**src/rtl/alpha_pipe_pkg.sv**
```systemverilog
// rtl/alpha_pipe_pkg.sv - shared stage encodings and counter sizing for pipe_skid_reg
package alpha_pipe_pkg;

  // Encoded as {s_v, m_v} so the state bits double as the stage flags.
  typedef enum logic [1:0] {
    ST_EMPTY = 2'b00,
    ST_BUSY  = 2'b01,
    ST_FULL  = 2'b11
  } stage_state_t;

  function automatic int cnt_width(input int stages);
    return $clog2(2 * stages + 1);
  endfunction

endpackage

```
**src/rtl/skid_stage.sv**
```systemverilog
// rtl/skid_stage.sv - one skid-buffered valid/ready stage with registered ready
module skid_stage
  import alpha_pipe_pkg::*;
#(
  parameter int               WIDTH       = 32,
  parameter logic [WIDTH-1:0] RESET_VALUE = '0
) (
  input  logic             clk,
  input  logic             rst,
  input  logic             flush,
  input  logic             in_valid,
  output logic             in_ready,
  input  logic [WIDTH-1:0] in_data,
  output logic             out_valid,
  input  logic             out_ready,
  output logic [WIDTH-1:0] out_data
);

  stage_state_t     r_state;
  stage_state_t     w_next;
  logic [WIDTH-1:0] r_main_d;
  logic [WIDTH-1:0] r_skid_d;
  logic             w_in_fire;
  logic             w_out_fire;
  logic             w_load_main_in;
  logic             w_load_main_skid;
  logic             w_load_skid;

  assign in_ready   = ~r_state[1];
  assign out_valid  = r_state[0];
  assign out_data   = r_main_d;
  assign w_in_fire  = in_valid & in_ready;
  assign w_out_fire = out_valid & out_ready;

  always_comb begin
    w_next           = r_state;
    w_load_main_in   = 1'b0;
    w_load_main_skid = 1'b0;
    w_load_skid      = 1'b0;
    if (flush) begin
      w_next = ST_EMPTY;
    end else begin
      case (r_state)
        ST_EMPTY: begin
          if (w_in_fire) begin
            w_next         = ST_BUSY;
            w_load_main_in = 1'b1;
          end
        end
        ST_BUSY: begin
          if (w_in_fire && w_out_fire) begin
            w_load_main_in = 1'b1;
          end else if (w_in_fire) begin
            w_next      = ST_FULL;
            w_load_skid = 1'b1;
          end else if (w_out_fire) begin
            w_next = ST_EMPTY;
          end
        end
        ST_FULL: begin
          if (w_out_fire) begin
            w_next           = ST_BUSY;
            w_load_main_skid = 1'b1;
          end
        end
        default: w_next = ST_EMPTY;
      endcase
    end
  end

  always_ff @(posedge clk or negedge rst) begin
    if (!rst) begin
      r_state <= ST_EMPTY;
    end else begin
      r_state <= w_next;
    end
  end

  // Data registers keep their contents on flush; only the valid flags are squashed.
  always_ff @(posedge clk or negedge rst) begin
    if (!rst) begin
      r_main_d <= RESET_VALUE;
      r_skid_d <= RESET_VALUE;
    end else begin
      if (w_load_main_in) begin
        r_main_d <= in_data;
      end else if (w_load_main_skid) begin
        r_main_d <= r_skid_d;
      end
      if (w_load_skid) begin
        r_skid_d <= in_data;
      end
    end
  end

endmodule

```
**src/rtl/pipe_skid_reg.sv**
```systemverilog
// rtl/pipe_skid_reg.sv - chain of STAGES skid stages with flush and occupancy count
module pipe_skid_reg
  import alpha_pipe_pkg::*;
#(
  parameter int               WIDTH       = 32,
  parameter int               STAGES      = 1,
  parameter logic [WIDTH-1:0] RESET_VALUE = '0,
  parameter int               CNT_W       = cnt_width(STAGES)
) (
  input  logic             clk,
  input  logic             rst,
  input  logic             flush,
  input  logic             in_valid,
  output logic             in_ready,
  input  logic [WIDTH-1:0] in_data,
  output logic             out_valid,
  input  logic             out_ready,
  output logic [WIDTH-1:0] out_data,
  output logic [CNT_W-1:0] count
);

  logic [STAGES:0]  w_valid;
  logic [STAGES:0]  w_ready;
  logic [WIDTH-1:0] w_data [STAGES+1];
  logic             w_in_fire;
  logic             w_out_fire;
  logic [CNT_W-1:0] r_count;

  assign w_valid[0]      = in_valid;
  assign w_data[0]       = in_data;
  assign in_ready        = w_ready[0];
  assign out_valid       = w_valid[STAGES];
  assign out_data        = w_data[STAGES];
  assign w_ready[STAGES] = out_ready;

  for (genvar k = 0; k < STAGES; k++) begin : g_stage
    skid_stage #(
      .WIDTH       (WIDTH),
      .RESET_VALUE (RESET_VALUE)
    ) u_stage (
      .clk       (clk),
      .rst       (rst),
      .flush     (flush),
      .in_valid  (w_valid[k]),
      .in_ready  (w_ready[k]),
      .in_data   (w_data[k]),
      .out_valid (w_valid[k+1]),
      .out_ready (w_ready[k+1]),
      .out_data  (w_data[k+1])
    );
  end

  assign w_in_fire  = in_valid & w_ready[0];
  assign w_out_fire = w_valid[STAGES] & out_ready;
  assign count      = r_count;

  // Occupancy tracks the boundary handshakes; internal stage moves do not change it.
  always_ff @(posedge clk or negedge rst) begin
    if (!rst) begin
      r_count <= '0;
    end else if (flush) begin
      r_count <= '0;
    end else if (w_in_fire && !w_out_fire) begin
      r_count <= r_count + CNT_W'(1);
    end else if (!w_in_fire && w_out_fire) begin
      r_count <= r_count - CNT_W'(1);
    end
  end

endmodule

```
**config.mk**
```make
export PLATFORM = sky130hd
export DESIGN_NAME = pipe_skid_reg
export DESIGN_NICKNAME = d
export VERILOG_FILES = /design/src/rtl/alpha_pipe_pkg.sv /design/src/rtl/skid_stage.sv /design/src/rtl/pipe_skid_reg.sv
export SDC_FILE = /design/constraint.sdc
export NUM_CORES = 1
export LEC_CHECK = 0
export ABC_AREA = 1
export BUFFER_PORTS_ARGS = -buffer_cell sky130_fd_sc_hd__buf_4
export CAP_MARGIN = 10
export CELL_PAD_IN_SITES_DETAIL_PLACEMENT = 1
export CELL_PAD_IN_SITES_GLOBAL_PLACEMENT = 2
export CORE_ASPECT_RATIO = 0.6
export CORE_UTILIZATION = 34
export CTS_BUF_LIST = sky130_fd_sc_hd__clkbuf_4 sky130_fd_sc_hd__clkbuf_8
export CTS_CLUSTER_DIAMETER = 30
export DETAILED_ROUTE_END_ITERATION = 12
export MAX_ROUTING_LAYER = met4
export PLACE_DENSITY = 0.84
export SETUP_SLACK_MARGIN = 0.15
export SYNTH_ARGS = -nofsm -noshare
export SYNTH_HDL_FRONTEND = slang
export SYNTH_SLANG_ARGS = --single-unit
```
**constraint.sdc**
```tcl
create_clock -name clk -period 2.4 [get_ports clk]
set_input_delay 0.24 -clock clk [delete_from_list [all_inputs] [get_ports clk]]
set_output_delay 0.24 -clock clk [all_outputs]
set_load 0.02 [all_outputs]
```
==> reports/metrics.csv <==
stage;metric;value;unit
run_status;status;finished, final reports clean;
clock_tree;Hold Buf Count CTS;0;
routing;Final ANT Viol Nets;0;
die;die area;10100;sq um
clock_tree;CTS sink cnt;68;
critical_path;CP required;2620;ps
critical_path;cells on worst reg2reg path;11;
power;Gate power share;41.6;%
clock_tree;post-cts gate resize count;0;
clock_tree;Num CTS Buffers;9;
yosys;Synth Instances;437;
die;Initial Util;35.6;%
die;die outline width;129;microns
clock_tree;Clk pin slew, worst setup/hold paths;70;ps
routing;WL final;9010;microns
cells_and_area;Area growth syn-to-layout;24.1;%
cells_and_area;Post-Route Utilization;44.1;%
cells_and_area;Finished Cell Area;4100;sq um
timing;Period Utilization, post-route;77.2;%
critical_path;Crit Reg-Reg Endpoint;g_stage[0].u_stage.out_data[12];
power;PwrDens;1190;nW/um^2
critical_path;CP Cell Sequence;inv_1 -> ha_1 -> inv_1 -> nor2_2 -> nand2_1 -> nand2_2 -> nand2_2 -> buf_4 -> nand2_1 -> nand2_1 -> nand2_1;
hold_path;Worst Hold Class;input pin to async pin;
yosys;Yosys warning count;0;
yosys;Netlist Area Pre-Place;3300;sq um
die;core area;9290;sq um
placed_design;pre-CTS setup slack;551;ps
power;total power;4.86;mW
routing;WL per Instance;14.2;microns
yosys;Mapped Avg Cell Area;7.56;sq um
job;total of max-cap violations;0;
timing;Setup TNS;0;ps
yosys;Yosys cell types;18;
critical_path;largest delay contributor family on the critical path;simple AND/OR/NAND/NOR gates;
yosys;Net Count, Synth;478;
power;leakage power;2.29;nW
global_route;GRT Total Usage;19.8;%
timing;Setup WS post-layout;547;ps
critical_path;worst r2r src;g_stage[0].u_stage.r_state[1];
placed_design;post-place instance area;3950;sq um
timing;Worst Tran Pin Value;880;ps
placed_design;Port Buffers;72;
power;clock network fraction of total power;16.3;%
routing;Detailed Route Iter0 Violations;194;
critical_path;Critical Path Most Common Cell;nand2_1;
clock_tree;Post-CTS Setup Bufs;0;
critical_path;CP max FO;30;
critical_path;CP Class;register to register;
critical_path;reg2reg setup slack;550;ps
power;sequential fraction of design power;42.1;%
timing;fin crit period;1850;ps
die;chip height;78.4;microns
clock_tree;H-tree levels;3;
die;# IOs;73;
routing;detailed-router iteration count before antenna repair;4;
power;Switching Fraction;39.9;%
global_route;initial antenna violation count;0;
timing;RSZ-0062 raised after global routing;no;
timing;max-slew violation count;0;
timing;Final Hold Fails;0;
die;Rows;27;
routing;Via density;4.70;
power;Worst VDD drop;547;uV
cells_and_area;# diodes;0;
yosys;Seq/Total Area, Yosys;51.5;%
yosys;synthesized flop and latch total;68;
placed_design;hpwl dp;5880;microns
clock_tree;clock tree buffer depth;2;
global_route;pin count of the biggest net entering global routing;69;
critical_path;CP endpoint kind;register;
routing;vias after detailed routing;2978;
clock_tree;CTS Root Cell;clkbuf_8;
power;Int Power;2.92;mW
placed_design;Placer Congestion;0.765;
global_route;first-pass GRT wire length;14900;microns
timing;Slew HR;41.3;%
global_route;number of global-route vias before repair;2921;
critical_path;CP max stage cell;dfrtp_1;
critical_path;Critical path buffers and inverters;3;
routing;DR DRC count;0;
timing;clock skew;5.96;ps
critical_path;startpoint class of the critical path;register;
critical_path;Worst Path Arrival;2080;ps
clock_tree;clk_lat worst skew;340;ps
cells_and_area;share of layout cells above drive strength 1;20.0;%
timing;Peak Freq;540;MHz
cells_and_area;nets@finish;544;
critical_path;Crit path largest cell delay;450;ps
power;Net Sw Power;1.94;mW
clock_tree;CTS tree;done;
global_route;total gr overflow;0;
timing;final-report setup violation count;0;
## cells by family after synthesis
logic type                 synth area share [%]
AOI/OAI and AO/OA                          5.15
xor gates and xnor gates                  0.530
adders and majority gates                  1.51
buffers and inverters                      8.52
DFF                                        51.5
and+or+nand+nor                            32.8
## cells in the mapped netlist
| master | n | area [sq um] |
|---|---|---|
| a21oi_1 | 1 | 5.00 |
| buf_2 | 18 | 90.1 |
| clkbuf_1 | 6 | 22.5 |
| dfrtp_1 | 68 | 1700 |
| ha_1 | 4 | 50.1 |
| inv_1 | 42 | 158 |
| inv_2 | 3 | 11.3 |
| nand2_1 | 182 | 683 |
| nand2_2 | 4 | 25.0 |
| nand3_1 | 68 | 340 |
| nor2_1 | 3 | 11.3 |
| nor2_2 | 1 | 6.26 |
| nor2_4 | 1 | 11.3 |
| o21ai_0 | 1 | 5.00 |
| o21ai_1 | 32 | 160 |
| or2_2 | 1 | 6.26 |
| xnor2_1 | 1 | 8.76 |
| xor2_1 | 1 | 8.76 |
## cell type report
| type | instances | area (sq um) |
|---|---|---|
| tap | 130 | 163 |
| fill | 1176 | 5190 |
| sequential | 68 | 1700 |
| timing repair buffer | 79 | 593 |
| inverter | 45 | 169 |
| multi-input combinational | 300 | 1320 |
| clock buffer | 12 | 153 |
## layer usage
| layer | share of wire, % | track usage, % |
|---|---|---|
| met5 | 0 | - |
| met4 | 0.28 | 4.35 |
| met3 | 4.3 | 5.18 |
| met2 | 43 | 27.7 |
| met1 | 53 | 28.5 |
## power groups by stage
stage / clock network (mW) / logic (mW) / registers, mW
6_report: 0.793 / 2.02 / 2.05
5_1_grt: 0.878 / 2.26 / 2.11
4_1_cts: 0.832 / 2.06 / 2.05
3_5_place_dp: 0 / 2.06 / 2.06
3_3_place_gp: 0 / 1.99 / 2.04
2_1_floorplan: 0 / 0.893 / 2.35
## state kept, by name, indices dropped and copies added (netlist names)
register / flops
g_stage.u_stage.out_data: 32
g_stage.u_stage.r_skid_d: 32
count: 2
g_stage.u_stage.r_state: 2
## worst max-delay path by stage
stage	start	to	slack, ps	cells after the start
after floorplan	g_stage[0].u_stage.r_state[1]	g_stage[0].u_stage.out_data[0]	680	10
after global placement	g_stage[0].u_stage.r_state[1]	g_stage[0].u_stage.out_data[0]	640	11
after detailed placement	g_stage[0].u_stage.r_state[1]	g_stage[0].u_stage.out_data[12]	550	11
after CTS	g_stage[0].u_stage.r_state[1]	g_stage[0].u_stage.out_data[12]	530	11
after global routing	g_stage[0].u_stage.r_state[1]	g_stage[0].u_stage.out_data[12]	350	11
final	g_stage[0].u_stage.r_state[1]	g_stage[0].u_stage.out_data[12]	550	11
## per-stage QoR
step,hold WS [ps],instances
2_1_floorplan,-55.6,437
3_3_place_gp,438,622
3_5_place_dp,420,622
4_1_cts,39.4,634
5_1_grt,85.5,634
6_report,15.0,634
## cells in the final DEF, fill, tap and decap left out
cell      instances
ha_1              4
inv_2             3
a21oi_1           1
nand2_1         182
nor2_4            1
nor2_2            1
buf_4            79
inv_1            42
clkbuf_8         10
nor2_1            3
xnor2_1           1
nand3_1          68
dfrtp_1          68
or2_2             1
o21ai_1          32
o21ai_0           1
nand2_2           4
xor2_1            1
clkbuf_4          2
No activity file was read; power rests on OpenSTA's default activity.
